### src/rtl/mem_port_arbiter_pkg.sv
// Shared types for the fetch/data memory-port arbiter: FSM states, the
// rwmm access-mode encoding and the registered bus payload.
package mem_port_arbiter_pkg;

  localparam int unsigned XLEN   = 32;
  localparam int unsigned MODE_W = 3;

  typedef enum logic [1:0] {
    IDLE   = 2'd0,
    D_BUSY = 2'd1,
    I_BUSY = 2'd2
  } arb_state_e;

  // Bit 2 = zero-extend, bits 1:0 = size; matches the pipeline rwmm field.
  typedef enum logic [MODE_W-1:0] {
    MODE_BYTE  = 3'b000,
    MODE_HALF  = 3'b001,
    MODE_WORD  = 3'b010,
    MODE_BYTEU = 3'b100,
    MODE_HALFU = 3'b101
  } acc_mode_e;

  typedef struct packed {
    logic              we;
    logic [MODE_W-1:0] mode;
    logic [XLEN-1:0]   addr;
    logic [XLEN-1:0]   wdata;
  } bus_req_t;

endpackage

### src/rtl/mem_port_arbiter_watchdog.sv
// Transfer watchdog: counts stalled bus cycles and flags the last one
// allowed before the transfer must be aborted.
module mem_watchdog #(
  parameter int unsigned TIMEOUT = 16,
  parameter int unsigned CNT_W   = $clog2(TIMEOUT + 1)
) (
  input  logic clk,
  input  logic reset,
  input  logic clear,
  input  logic enable,
  output logic expired_c
);

  logic [CNT_W-1:0] cnt_q;

  assign expired_c = (cnt_q == CNT_W'(TIMEOUT - 1));

  // Saturates at the expiry value; the owner clears it on leaving the transfer.
  always_ff @(posedge clk or negedge reset) begin
    if (!reset) begin
      cnt_q <= '0;
    end else if (clear) begin
      cnt_q <= '0;
    end else if (enable && !expired_c) begin
      cnt_q <= cnt_q + CNT_W'(1);
    end
  end

endmodule

### src/rtl/mem_port_arbiter.sv
// Shares one single-port memory bus between instruction fetch and data
// access, data first, with per-transfer timeout and fetch flush.
module mem_port_arbiter
  import mem_port_arbiter_pkg::*;
#(
  parameter int unsigned TIMEOUT = 16,
  parameter int unsigned CNT_W   = $clog2(TIMEOUT + 1)
) (
  input  logic              clk,
  input  logic              reset,
  input  logic              flush,
  input  logic              i_req,
  input  logic [XLEN-1:0]   i_addr,
  output logic              i_valid,
  output logic [XLEN-1:0]   i_rdata,
  output logic              i_err,
  input  logic              d_req,
  input  logic              d_we,
  input  logic [MODE_W-1:0] d_mode,
  input  logic [XLEN-1:0]   d_addr,
  input  logic [XLEN-1:0]   d_wdata,
  output logic              d_valid,
  output logic [XLEN-1:0]   d_rdata,
  output logic              d_err,
  output logic              stall,
  output logic              m_req,
  output logic              m_we,
  output logic [MODE_W-1:0] m_mode,
  output logic [XLEN-1:0]   m_addr,
  output logic [XLEN-1:0]   m_wdata,
  input  logic              m_ack,
  input  logic [XLEN-1:0]   m_rdata
);

  arb_state_e      state_q, state_d;
  bus_req_t        bus_q, bus_d;
  logic            m_req_q, m_req_d;
  logic            discard_q, discard_d;
  logic            i_valid_q, i_valid_d, i_err_q, i_err_d;
  logic            d_valid_q, d_valid_d, d_err_q, d_err_d;
  logic [XLEN-1:0] i_rdata_q, i_rdata_d, d_rdata_q, d_rdata_d;
  logic            expired_c, busy_c, done_c, d_elig_c, i_elig_c, i_drop_c;

  // A port in its completion cycle is ineligible so it is never re-granted.
  assign d_elig_c = d_req & ~d_valid_q;
  assign i_elig_c = i_req & ~i_valid_q & ~flush;
  assign busy_c   = (state_q != IDLE);
  assign done_c   = busy_c & (m_ack | expired_c);
  assign i_drop_c = discard_q | flush;
  assign stall    = d_elig_c | i_elig_c;

  mem_watchdog #(
    .TIMEOUT (TIMEOUT),
    .CNT_W   (CNT_W)
  ) u_watchdog (
    .clk       (clk),
    .reset     (reset),
    .clear     (~busy_c),
    .enable    (busy_c & ~m_ack),
    .expired_c (expired_c)
  );

  always_ff @(posedge clk or negedge reset) begin
    if (!reset) begin
      state_q <= IDLE;
    end else begin
      state_q <= state_d;
    end
  end

  always_comb begin
    state_d = state_q;
    case (state_q)
      IDLE: begin
        if (d_elig_c) begin
          state_d = D_BUSY;
        end else if (i_elig_c) begin
          state_d = I_BUSY;
        end
      end
      D_BUSY, I_BUSY: begin
        if (done_c) begin
          state_d = IDLE;
        end
      end
      default: state_d = IDLE;
    endcase
  end

  // Next values of every registered output; ack beats a same-cycle expiry.
  always_comb begin
    bus_d     = bus_q;
    m_req_d   = m_req_q;
    discard_d = discard_q;
    i_valid_d = 1'b0;
    i_rdata_d = '0;
    i_err_d   = 1'b0;
    d_valid_d = 1'b0;
    d_rdata_d = '0;
    d_err_d   = 1'b0;
    case (state_q)
      IDLE: begin
        discard_d = 1'b0;
        if (d_elig_c) begin
          bus_d.we    = d_we;
          bus_d.mode  = d_mode;
          bus_d.addr  = d_addr;
          bus_d.wdata = d_wdata;
          m_req_d     = 1'b1;
        end else if (i_elig_c) begin
          bus_d.we    = 1'b0;
          bus_d.mode  = MODE_WORD;
          bus_d.addr  = i_addr;
          bus_d.wdata = '0;
          m_req_d     = 1'b1;
        end
      end
      D_BUSY: begin
        if (done_c) begin
          m_req_d   = 1'b0;
          d_valid_d = 1'b1;
          d_err_d   = ~m_ack;
          d_rdata_d = (m_ack && !bus_q.we) ? m_rdata : '0;
        end
      end
      I_BUSY: begin
        if (flush) begin
          discard_d = 1'b1;
        end
        if (done_c) begin
          m_req_d   = 1'b0;
          discard_d = 1'b0;
          i_valid_d = ~i_drop_c;
          i_err_d   = ~i_drop_c & ~m_ack;
          i_rdata_d = (!i_drop_c && m_ack) ? m_rdata : '0;
        end
      end
      default: begin
        m_req_d   = 1'b0;
        discard_d = 1'b0;
      end
    endcase
  end

  always_ff @(posedge clk or negedge reset) begin
    if (!reset) begin
      bus_q     <= '0;
      m_req_q   <= 1'b0;
      discard_q <= 1'b0;
      i_valid_q <= 1'b0;
      i_rdata_q <= '0;
      i_err_q   <= 1'b0;
      d_valid_q <= 1'b0;
      d_rdata_q <= '0;
      d_err_q   <= 1'b0;
    end else begin
      bus_q     <= bus_d;
      m_req_q   <= m_req_d;
      discard_q <= discard_d;
      i_valid_q <= i_valid_d;
      i_rdata_q <= i_rdata_d;
      i_err_q   <= i_err_d;
      d_valid_q <= d_valid_d;
      d_rdata_q <= d_rdata_d;
      d_err_q   <= d_err_d;
    end
  end

  assign m_req   = m_req_q;
  assign m_we    = bus_q.we;
  assign m_mode  = bus_q.mode;
  assign m_addr  = bus_q.addr;
  assign m_wdata = bus_q.wdata;
  assign i_valid = i_valid_q;
  assign i_rdata = i_rdata_q;
  assign i_err   = i_err_q;
  assign d_valid = d_valid_q;
  assign d_rdata = d_rdata_q;
  assign d_err   = d_err_q;

endmodule

### config.mk
export PLATFORM = sky130hd
export DESIGN_NAME = mem_port_arbiter
export DESIGN_NICKNAME = d
export VERILOG_FILES = /design/src/rtl/mem_port_arbiter_pkg.sv /design/src/rtl/mem_port_arbiter_watchdog.sv /design/src/rtl/mem_port_arbiter.sv
export SDC_FILE = /design/constraint.sdc
export NUM_CORES = 1
export LEC_CHECK = 0
export ABC_AREA = 1
export BUFFER_PORTS_ARGS = -buffer_cell sky130_fd_sc_hd__buf_2
export CAP_MARGIN = 25
export CELL_PAD_IN_SITES_DETAIL_PLACEMENT = 1
export CELL_PAD_IN_SITES_GLOBAL_PLACEMENT = 2
export CORE_MARGIN = 3
export CORE_UTILIZATION = 28
export CTS_CLUSTER_DIAMETER = 100
export CTS_CLUSTER_SIZE = 10
export DETAILED_ROUTE_END_ITERATION = 6
export GPL_ROUTABILITY_DRIVEN = 0
export PLACE_DENSITY = 0.94
export SLEW_MARGIN = 10
export SYNTH_ARGS = -nofsm -noshare
export SYNTH_HDL_FRONTEND = slang
export SYNTH_SLANG_ARGS = --single-unit
export TNS_END_PERCENT = 1
### constraint.sdc
create_clock -name clk -period 4.36 [get_ports clk]
set_clock_uncertainty 0.2 [all_clocks]
set_input_delay 0.218 -clock clk [delete_from_list [all_inputs] [get_ports clk]]
set_output_delay 0.218 -clock clk [all_outputs]
set_load 0.005 [all_outputs]
==> results of run 1 <==
-- final timing paths --
path / start / to / slack [ns] / depth (start not counted)
setup / recovery: d_valid / m_addr[10] / 1.63 / 10
hold / removal: d_addr[18] / m_addr[18] / 0.04 / 5
setup reg to reg: d_valid / m_addr[10] / 1.63 / 10
hold reg to reg: m_wdata[30] / m_wdata[30] / 0.27 / 2
max in group asynchronous: reset / m_wdata[25] / 2.74 / 3
min in group asynchronous: reset / i_rdata[16] / 0.26 / 2
-- area by class of cell --
cell class | count | area share
Clock inverter | 12 | 0.01910
Inverter | 45 | 0.01778
Tap cell | 270 | 0.03557
Clock buffer | 18 | 0.04624
Antenna cell | 3 | 0.0007904
Multi-Input combinational cell | 416 | 0.2041
Sequential cell | 145 | 0.3820
Timing Repair Buffer | 416 | 0.2944
-- state kept, by name (all words and copies together), names as in the netlist --
| signal | flops |
|---|---|
| state_q | 2 |
| i_err | 1 |
| d_valid | 1 |
| m_mode | 3 |
| d_err | 1 |
| m_addr | 32 |
| m_wdata | 32 |
| i_rdata | 32 |
| i_valid | 1 |
| d_rdata | 32 |
| m_we | 1 |
| m_req | 1 |
| discard_q | 1 |
| u_watchdog.cnt_q | 5 |
-- metal layers --
layer,vias to the layer above,GRT usage
li1,2788,-
met4,0,0.07862
met1,2927,0.2195
met2,220,0.3498
met5,-,0
met3,48,0.06484
-- kinds of logic after synthesis --
family / after synthesis / share of synthesized area
flip-flops: 145 / 0.6109
AO/OA/AOI/OAI: 9 / 0.008004
AND/OR/NAND/NOR: 401 / 0.3059
buffers and inverters: 82 / 0.06320
adder cells (fa/ha/maj): 5 / 0.01053
XOR/XNOR: 1 / 0.001475
-- cells in the mapped netlist, drive strengths merged --
master,n,area share
a21oi,5,0.0042
clkbuf,9,0.0057
buf,28,0.029
dfrtp,145,0.61
nand3,37,0.032
nor3,64,0.079
xnor2,1,0.0015
or2,1,0.0011
inv,45,0.028
nor2,14,0.012
a211oi,1,0.0013
o21ai,3,0.0025
ha,5,0.011
nand2,284,0.18
nand4,1,0.0011
-- placed cells by master, fill, tap and decap left out, drive strengths merged, types with 5 or more instances in the layout --
master,count
ha,5
clkbuf,18
nand2,284
inv,48
nor2,14
a21oi,5
buf,282
dlygate4sd3,134
nand3,37
dfrtp,145
nor3,64
-- stage by stage --
stage | total power, mW | instance area [µm²]
floorplan | 2.612 | 5939
global placement | 3.205 | 7501
detailed placement | 3.249 | 7501
CTS | 4.980 | 9463
global route | 5.299 | 9495
finish | 4.952 | 9498
-- tightest hold or removal path, stage by stage --
cell,delay (ns)
sky130_fd_sc_hd__buf_2,0.07
sky130_fd_sc_hd__nand2_1,0.07
sky130_fd_sc_hd__nand2_1,0.10
sky130_fd_sc_hd__nand3_1,0.09
sky130_fd_sc_hd__nand2_1,0.07
-- power breakdown --
group          internal [mW]  switching [mW]  total [mW]
sequential              1.68           0.186        1.87
clock                  0.973           0.599        1.57
combinational          0.610           0.905        1.51
-- what timing repair did --
action                                 4_1_cts  5_1_grt
endpoints found under the hold margin      222        0
hold buffers                               134        0
setup endpoints to repair                    0        0
==> flow_metrics.env, run 1 <==
export IMPL_post_synth_instance_area_um2=5939
export IMPL_grt_max_degree=89
export IMPL_worstPathCellList="inv_1 -> nand2_1 -> buf_4 -> inv_1 -> buf_16 -> nand2_1 -> nand2_1 -> dlygate4sd3_1 -> nand3_1 -> nand2_1"
export IMPL_ys_types=24
export IMPL_drv_slew=0
export IMPL_critical_path_top_delay_family="buffers and inverters"
export IMPL_crit_arrival_ns=2.83
export IMPL_grt_setup_unrepaired="false"
export IMPL_clock_root_buffer="sky130_fd_sc_hd__clkbuf_16"
export IMPL_first_pass_grt_wire_length_um=35090
export IMPL_register_area_um2=3628
export IMPL_floorplan_die_height_um=151.6
export IMPL_max_slew_margin_rel=0.3110
export IMPL_cts_setup_buffers=0
export IMPL_drt_pre_antenna_iters=7
export IMPL_count_of_state_elements_after_synthesis=145
export IMPL_die_ar_um2=23000
export IMPL_end_kind="flip-flop"
export IMPL_status="finished, final reports clean"
export IMPL_syn_mean_instance_area_um2=9.237
export IMPL_timing_setup_tns_ns=0
export IMPL_worst_setup_path_start_kind="flip-flop"
export IMPL_vias=5983
export IMPL_cts_clk_slew_worst_paths_ns=0.06
export IMPL_cts_sinks=145
export IMPL_place_port_buffers=275
export IMPL_top_cell_by_count_worst_path="sky130_fd_sc_hd__nand2_1"
export IMPL_first_global_vias=6678
export IMPL_drive_gt1_frac=0.3356
export IMPL_yosys_warnings=0
export IMPL_setup_ws_ns=1.627
export IMPL_fmaxAchievable_mhz=365.9
export IMPL_detail_route_drc_violations=0
export IMPL_timing_setup_critical_path_class="reg2reg"
export IMPL_numPlacedInstances=1157
export IMPL_vias_per_cell=4.515
export IMPL_core_footprint_um2=20560
export IMPL_cp_num_buf_inv=5
export IMPL_ioPinCount=276
export IMPL_initial_utilization=0.2889
export IMPL_fin_crit_sh=0.6268
export IMPL_required_ns=4.46
export IMPL_power_static_leakage_nw=5.350
export IMPL_drt_wl_cell_um=17.58
export IMPL_cts_tree="done"
export IMPL_chipWidth_um=151.6
export IMPL_detail_route_wirelength_met1_um=8888
export IMPL_post_synthesis_net_count=786
export IMPL_netlist_instances=643
export IMPL_drt_wl_total_um=23300
export IMPL_hp_class="in2reg"
export IMPL_period_minus_slack_ns=2.733
export IMPL_rows=52
export IMPL_h_tree_depth=4
export IMPL_num_fill_cells=2435
export IMPL_postCtsResizedCells=0
export IMPL_clock_latency_ns=0.41
export IMPL_cp_max_fanout=37
export IMPL_gr_usage_all_layers=0.1977
export IMPL_cap_violations=0
export IMPL_finalCoreUtilization=0.4620
export IMPL_multiInputGateArea_um2=1938
export IMPL_top_signal_layer_used="met4"
export IMPL_vdd_drop_max_mv=0.2416
export IMPL_wl_met3_um=1784
export IMPL_clock_tree_buffer_depth=2
export IMPL_finalSetupViolCount=0
export IMPL_critical_path_slowest_cell="sky130_fd_sc_hd__dlygate4sd3_1"
export IMPL_antenna_violating_nets_post_route=0
export IMPL_area_growth_syn_to_layout_pct=59.91
export IMPL_power_per_cell_area_nw_per_um2=521.4
export IMPL_slowest_delay_ns=0.59
export IMPL_finish_net_count=1184
export IMPL_antenna_found_initial=2
export IMPL_dp_worst_setup_slack_ns=1.713
export IMPL_wl_met2_um=11860
export IMPL_tightestPinTransition_ns=1.030
export IMPL_fin_cells=1325
export IMPL_yosysSeqAreaShare=0.6109
export IMPL_hold_viol=0
export IMPL_number_of_buffers_created_by_cts=17
export IMPL_hpwl_um=13740
export IMPL_drt_iter0_markers=176
export IMPL_worst_hold_slack_ns=0.04127
export IMPL_grt_overflow=0
Power figures use the tool's default switching activity.
==> run 2, diff against run 1 <==
--- a/config.mk
+++ b/config.mk
@@ -11,12 +11,12 @@
 export CELL_PAD_IN_SITES_DETAIL_PLACEMENT = 1
 export CELL_PAD_IN_SITES_GLOBAL_PLACEMENT = 2
 export CORE_MARGIN = 3
-export CORE_UTILIZATION = 28
+export CORE_UTILIZATION = 26
 export CTS_CLUSTER_DIAMETER = 100
 export CTS_CLUSTER_SIZE = 10
 export DETAILED_ROUTE_END_ITERATION = 6
 export GPL_ROUTABILITY_DRIVEN = 0
-export PLACE_DENSITY = 0.94
+export PLACE_DENSITY = 0.89
 export SLEW_MARGIN = 10
 export SYNTH_ARGS = -nofsm -noshare
 export SYNTH_HDL_FRONTEND = slang
==> constraint.sdc (replaced) <==
create_clock -name clk -period 2.63 [get_ports clk]
set_clock_uncertainty 0.2 [all_clocks]
set_input_delay 0.1315 -clock clk [delete_from_list [all_inputs] [get_ports clk]]
set_output_delay 0.1315 -clock clk [all_outputs]
set_load 0.005 [all_outputs]
==> run 2 against run 1 <==
Compared with the run above:
- clock-buffer cell count shrank 1
- global-route usage fell by 2.5 points
- setup slack lost 1.3 ns
- utilization down 2.8 points
- flip-flop and latch count is the same
- register-to-register slack got worse by 1.3 ns
- power up 64%
- die area grew 7.4%
==> flow_metrics.env, run 2 (synthesized netlist as in run 1, its figures left out) <==
export IMPL_cts_sinks=145
export IMPL_hold_viol=0
export IMPL_timing_setup_tns_ns=0
export IMPL_gr_usage_all_layers=0.1723
export IMPL_register_area_um2=3628
export IMPL_antenna_found_initial=0
export IMPL_layout_common_cells="sky130_fd_sc_hd__nand2_1 (281), sky130_fd_sc_hd__buf_2 (274), sky130_fd_sc_hd__dfrtp_1 (145), sky130_fd_sc_hd__dlygate4sd3_1 (137), sky130_fd_sc_hd__inv_1 (43)"
export IMPL_required_ns=2.78
export IMPL_detail_route_wirelength_met1_um=8591
export IMPL_rows=54
export IMPL_clock_root_buffer="sky130_fd_sc_hd__clkbuf_16"
export IMPL_worst_hold_slack_ns=0.03333
export IMPL_ioPinCount=276
export IMPL_clock_latency_ns=0.42
export IMPL_r2r_start="d_valid"
export IMPL_initial_utilization=0.2680
export IMPL_wl_met2_um=10870
export IMPL_period_minus_slack_ns=2.351
export IMPL_clock_tree_buffer_depth=2
export IMPL_vias_per_cell=4.412
export IMPL_grt_setup_unrepaired="false"
export IMPL_finalCoreUtilization=0.4341
export IMPL_total_power_mw=8.142
export IMPL_multiInputGateArea_um2=1938
export IMPL_drt_iter0_markers=277
export IMPL_pwr_share_comb=0.312
export IMPL_top_signal_layer_used="met4"
export IMPL_reg2reg_setup_slack_ns=0.28
export IMPL_reg2reg_to="m_addr[7]"
export IMPL_status="finished, final reports clean"
export IMPL_grt_overflow=0
export IMPL_core_footprint_um2=22160
export IMPL_antenna_cell_count=0
export IMPL_chipWidth_um=157.1
export IMPL_drive_gt1_frac=0.3396
export IMPL_cts_clk_slew_worst_paths_ns=0.07
export IMPL_power_static_leakage_nw=5.409
export IMPL_die_ar_um2=24690
export IMPL_detail_route_drc_violations=0
export IMPL_first_global_vias=6569
export IMPL_finalSetupViolCount=0
export IMPL_hp_class="in2reg"
export IMPL_clkPwrFrac=0.312
export IMPL_finish_net_count=1193
export IMPL_sw_frac_of_total=0.3595
export IMPL_drt_wl_cell_um=15.94
export IMPL_hp_start="d_req"
export IMPL_num_fill_cells=2585
export IMPL_floorplan_die_height_um=157.1
export IMPL_tightestPinTransition_ns=0.9978
export IMPL_crit_arrival_ns=2.50
export IMPL_number_of_buffers_created_by_cts=17
export IMPL_area_growth_syn_to_layout_pct=61.96
export IMPL_place_port_buffers=275
export IMPL_timing_setup_critical_path_class="reg2reg"
export IMPL_power_sequential_fraction=0.376
export IMPL_power_per_cell_area_nw_per_um2=846.4
export IMPL_fmaxAchievable_mhz=425.3
export IMPL_hpwl_um=13500
export IMPL_drv_slew=0
export IMPL_fin_crit_sh=0.8940
export IMPL_cap_violations=0
export IMPL_max_slew_margin_rel=0.3348
export IMPL_timing_reg2reg_worst_path_depth=10
export IMPL_drt_wl_total_um=21410
export IMPL_final_common_cell="sky130_fd_sc_hd__nand2_1"
export IMPL_first_pass_grt_wire_length_um=33810
export IMPL_end_kind="flip-flop"
export IMPL_vias=5925
export IMPL_antenna_violating_nets_post_route=0
export IMPL_grt_max_degree=72
export IMPL_timing_hold_worst_path_depth=5
export IMPL_worst_setup_path_start_kind="flip-flop"
export IMPL_cp_max_fanout=32
export IMPL_wl_met3_um=1657
export IMPL_whs_endpoint="state_q[0]"
export IMPL_cts_tree="done"
export IMPL_power_report_internal_total_mw=5.215
export IMPL_drt_pre_antenna_iters=4
export IMPL_vdd_drop_max_mv=0.4047
export IMPL_h_tree_depth=4
export IMPL_switching_power_mw=2.927
==> run 2: power by group through the flow <==
stage / Clock, mW / Sequential, mW / Combinational, mW
after floorplan: 0 / 3.14 / 1.19
after global placement: 0 / 3.07 / 2.29
after detailed placement: 0 / 3.10 / 2.34
after CTS: 2.63 / 3.06 / 2.56
after global routing: 2.71 / 3.14 / 2.87
final: 2.54 / 3.06 / 2.54
==> run 2: worst max path at each step <==
stage	start	end	slack, ns
final	d_valid	m_addr[7]	0.28
after global routing	d_valid	m_addr[19]	0.08
after CTS	d_valid	m_addr[19]	0.12
after detailed placement	u_watchdog.cnt_q[0]	d_rdata[31]	0.35
after global placement	u_watchdog.cnt_q[0]	d_rdata[31]	0.46
after floorplan	u_watchdog.cnt_q[0]	d_rdata[10]	0.75
==> run 2: stage by stage <==
step | worst slack [ns] | cell area [µm²] | cells
4_1_cts | 0.1236 | 9615 | 1343
3_3_place_gp | 0.4618 | 7616 | 1174
2_1_floorplan | 0.7536 | 5939 | 643
3_5_place_dp | 0.3541 | 7616 | 1174
5_1_grt | 0.07745 | 9619 | 1343
6_report | 0.2788 | 9619 | 1343
==> run 2: repair_timing <==
item / in CTS / in global routing
setup endpoints to repair: 0 / 1
hold buffers: 137 / 0
buffers inserted: 0 / 0
endpoints found under the hold margin: 285 / 0
gates resized for setup: 0 / 1
==> run 2: metal layers <==
metal	vias up	track usage
li1	2807	-
met1	2900	0.1936
met2	197	0.3117
met3	21	0.06269
met4	0	0.04091
met5	-	0
==> run 2: cell type report <==
cell class	count	area share
Clock inverter	15	0.02107
Sequential cell	145	0.3772
Multi-Input combinational cell	416	0.2015
Tap cell	280	0.03642
Clock buffer	17	0.04422
Timing Repair Buffer	425	0.3020
Inverter	45	0.01756
==> run 2: critical path, stage by stage, from the launching register on <==
cell and delay [ns]:
sky130_fd_sc_hd__dfrtp_1 0.38, sky130_fd_sc_hd__inv_1 0.06, sky130_fd_sc_hd__nand2_1 0.18, sky130_fd_sc_hd__buf_4 0.23, sky130_fd_sc_hd__inv_1 0.06, sky130_fd_sc_hd__buf_6 0.27
sky130_fd_sc_hd__nand2_1 0.10, sky130_fd_sc_hd__nand2_1 0.08, sky130_fd_sc_hd__dlygate4sd3_1 0.57, sky130_fd_sc_hd__nand3_1 0.08, sky130_fd_sc_hd__nand2_1 0.07
==> run 3, diff against run 2 <==
--- a/config.mk
+++ b/config.mk
@@ -16,6 +16,7 @@
 export CTS_CLUSTER_SIZE = 10
 export DETAILED_ROUTE_END_ITERATION = 6
 export GPL_ROUTABILITY_DRIVEN = 0
+export MAX_ROUTING_LAYER = met4
 export PLACE_DENSITY = 0.89
 export SLEW_MARGIN = 10
 export SYNTH_ARGS = -nofsm -noshare
==> run 3 against run 2 <==
Compared with the run above:
- global-route usage grew 0.51 points
- setup slack gained 0.0020 ns
- sequential power is essentially flat
- die area is the same
- power is essentially flat
- final cell count is the same
- maximum frequency is essentially flat
- clock power is essentially flat
- combinational power is essentially flat
- clock-buffer cell count is the same
- critical path depth is the same
- hold slack lost 0.00079 ns
==> flow_metrics.env, run 3 (synthesized netlist as in run 1, its figures left out) <==
export IMPL_top_cell_by_count_worst_path="sky130_fd_sc_hd__nand2_1"
export IMPL_area_growth_syn_to_layout_pct=61.96
export IMPL_hp_class="in2reg"
export IMPL_drv_slew=0
export IMPL_cp_max_fanout=32
export IMPL_timing_setup_critical_path_class="reg2reg"
export IMPL_critical_path_slowest_cell="sky130_fd_sc_hd__dlygate4sd3_1"
export IMPL_core_footprint_um2=22160
export IMPL_vias=5911
export IMPL_gr_usage_all_layers=0.1774
export IMPL_layout_common_cells="sky130_fd_sc_hd__nand2_1 (281), sky130_fd_sc_hd__buf_2 (274), sky130_fd_sc_hd__dfrtp_1 (145), sky130_fd_sc_hd__dlygate4sd3_1 (137), sky130_fd_sc_hd__inv_1 (43)"
export IMPL_crit_arrival_ns=2.49
export IMPL_tightestPinTransition_ns=0.9911
export IMPL_rows=54
export IMPL_die_ar_um2=24690
export IMPL_antenna_found_initial=0
export IMPL_fin_cells=1343
export IMPL_power_static_leakage_nw=5.409
export IMPL_grt_setup_unrepaired="false"
export IMPL_floorplan_die_height_um=157.1
export IMPL_max_slew_margin_rel=0.3393
export IMPL_detail_route_drc_violations=0
export IMPL_drt_wl_cell_um=15.95
export IMPL_vias_per_cell=4.401
export IMPL_cts_clk_slew_worst_paths_ns=0.07
export IMPL_numPlacedInstances=1174
export IMPL_power_per_cell_area_nw_per_um2=846.4
export IMPL_cts_sinks=145
export IMPL_hold_viol=0
export IMPL_clock_tree_buffer_depth=2
export IMPL_worst_setup_path_start_kind="flip-flop"
export IMPL_worstPathCellList="inv_1 -> nand2_1 -> buf_4 -> inv_1 -> buf_6 -> nand2_1 -> nand2_1 -> dlygate4sd3_1 -> nand3_1 -> nand2_1"
export IMPL_worst_hold_slack_ns=0.03254
export IMPL_slowest_delay_ns=0.57
export IMPL_final_common_cell="sky130_fd_sc_hd__nand2_1"
export IMPL_fin_crit_sh=0.8932
export IMPL_finalCoreUtilization=0.4341
export IMPL_fmaxAchievable_mhz=425.7
export IMPL_h_tree_depth=4
export IMPL_register_area_um2=3628
export IMPL_clock_latency_ns=0.42
export IMPL_design_area_um2=9619
export IMPL_first_pass_grt_wire_length_um=33750
export IMPL_cts_tree="done"
export IMPL_drt_iter0_markers=242
export IMPL_drive_gt1_frac=0.3396
export IMPL_first_global_vias=6584
export IMPL_ioPinCount=276
export IMPL_clock_root_buffer="sky130_fd_sc_hd__clkbuf_16"
export IMPL_drt_wl_total_um=21420
export IMPL_number_of_buffers_created_by_cts=17
export IMPL_cap_violations=0
export IMPL_place_port_buffers=275
export IMPL_finalSetupViolCount=0
export IMPL_finish_net_count=1193
export IMPL_end_kind="flip-flop"
export IMPL_hpwl_um=13500
export IMPL_vdd_drop_max_mv=0.4032
export IMPL_multiInputGateArea_um2=1938
export IMPL_period_minus_slack_ns=2.349
export IMPL_antenna_cell_count=0
export IMPL_initial_utilization=0.2680
export IMPL_placedInstanceArea_um2=7616
export IMPL_timing_setup_tns_ns=0
export IMPL_num_fill_cells=2585
export IMPL_status="finished, final reports clean"
export IMPL_grt_max_degree=72
export IMPL_required_ns=2.77
export IMPL_antenna_violating_nets_post_route=0
export IMPL_drt_pre_antenna_iters=4
export IMPL_grt_overflow=0
export IMPL_chipWidth_um=157.1
==> run 3: worst max-delay path, delay by kind of cell (launching register included) <==
kind | cells | cell delay, ns
buffers and inverters | 5 | 1.18
AND/OR/NAND/NOR | 5 | 0.50
flip-flops | 1 | 0.38
==> run 3: per-stage QoR <==
| step | power (mW) | setup slack [ns] |
|---|---|---|
| global route | 8.723 | 0.07746 |
| finish | 8.141 | 0.2808 |
| detailed placement | 5.438 | 0.3541 |
| floorplan | 4.329 | 0.7536 |
| CTS | 8.256 | 0.1236 |
| global placement | 5.357 | 0.4618 |
==> run 3: per-layer routing <==
layer / GRT usage / up-vias / part of all wire
met5: - / - / 0
met4: 0.04091 / 0 / 0.014
met3: 0.05252 / 21 / 0.065
met2: 0.3113 / 199 / 0.51
met1: 0.2000 / 2885 / 0.41
li1: - / 2806 / -
==> run 3: timing repair <==
action,4_1_cts,5_1_grt
endpoints found under the hold margin,285,0
setup endpoints to repair,0,1
resized for setup,0,1
hold buffers,137,0
setup buffers,0,0
==> run 3: power by group <==
group,internal [mW],switching (mW),total (mW),leakage [nW]
Combinational,1.04,1.49,2.53,3.18
Clock,1.39,1.15,2.54,0.306
Sequential,2.78,0.282,3.06,1.92
==> run 3: area by class of cell <==
class                   instances  share of cell area
clock buffers                  17             0.04422
clock inverters                15             0.02107
multi-input cells             416              0.2015
well taps                     280             0.03642
inverters                      45             0.01756
flip-flops and latches        145              0.3772
repair buffers                425              0.3020
==> run 3: path summary, 6_finish.rpt <==
check                      slack, ns        start           to  cells after the start
max reg2reg                     0.28      d_valid    m_addr[7]                     10
max in group asynchronous       1.21        reset   m_addr[25]                      3
min reg2reg                     0.27  m_wdata[17]  m_wdata[17]                      2
max                             0.28      d_valid    m_addr[7]                     10
min                             0.03        d_req   state_q[0]                      5
min in group asynchronous       0.11        reset    m_addr[6]                      3
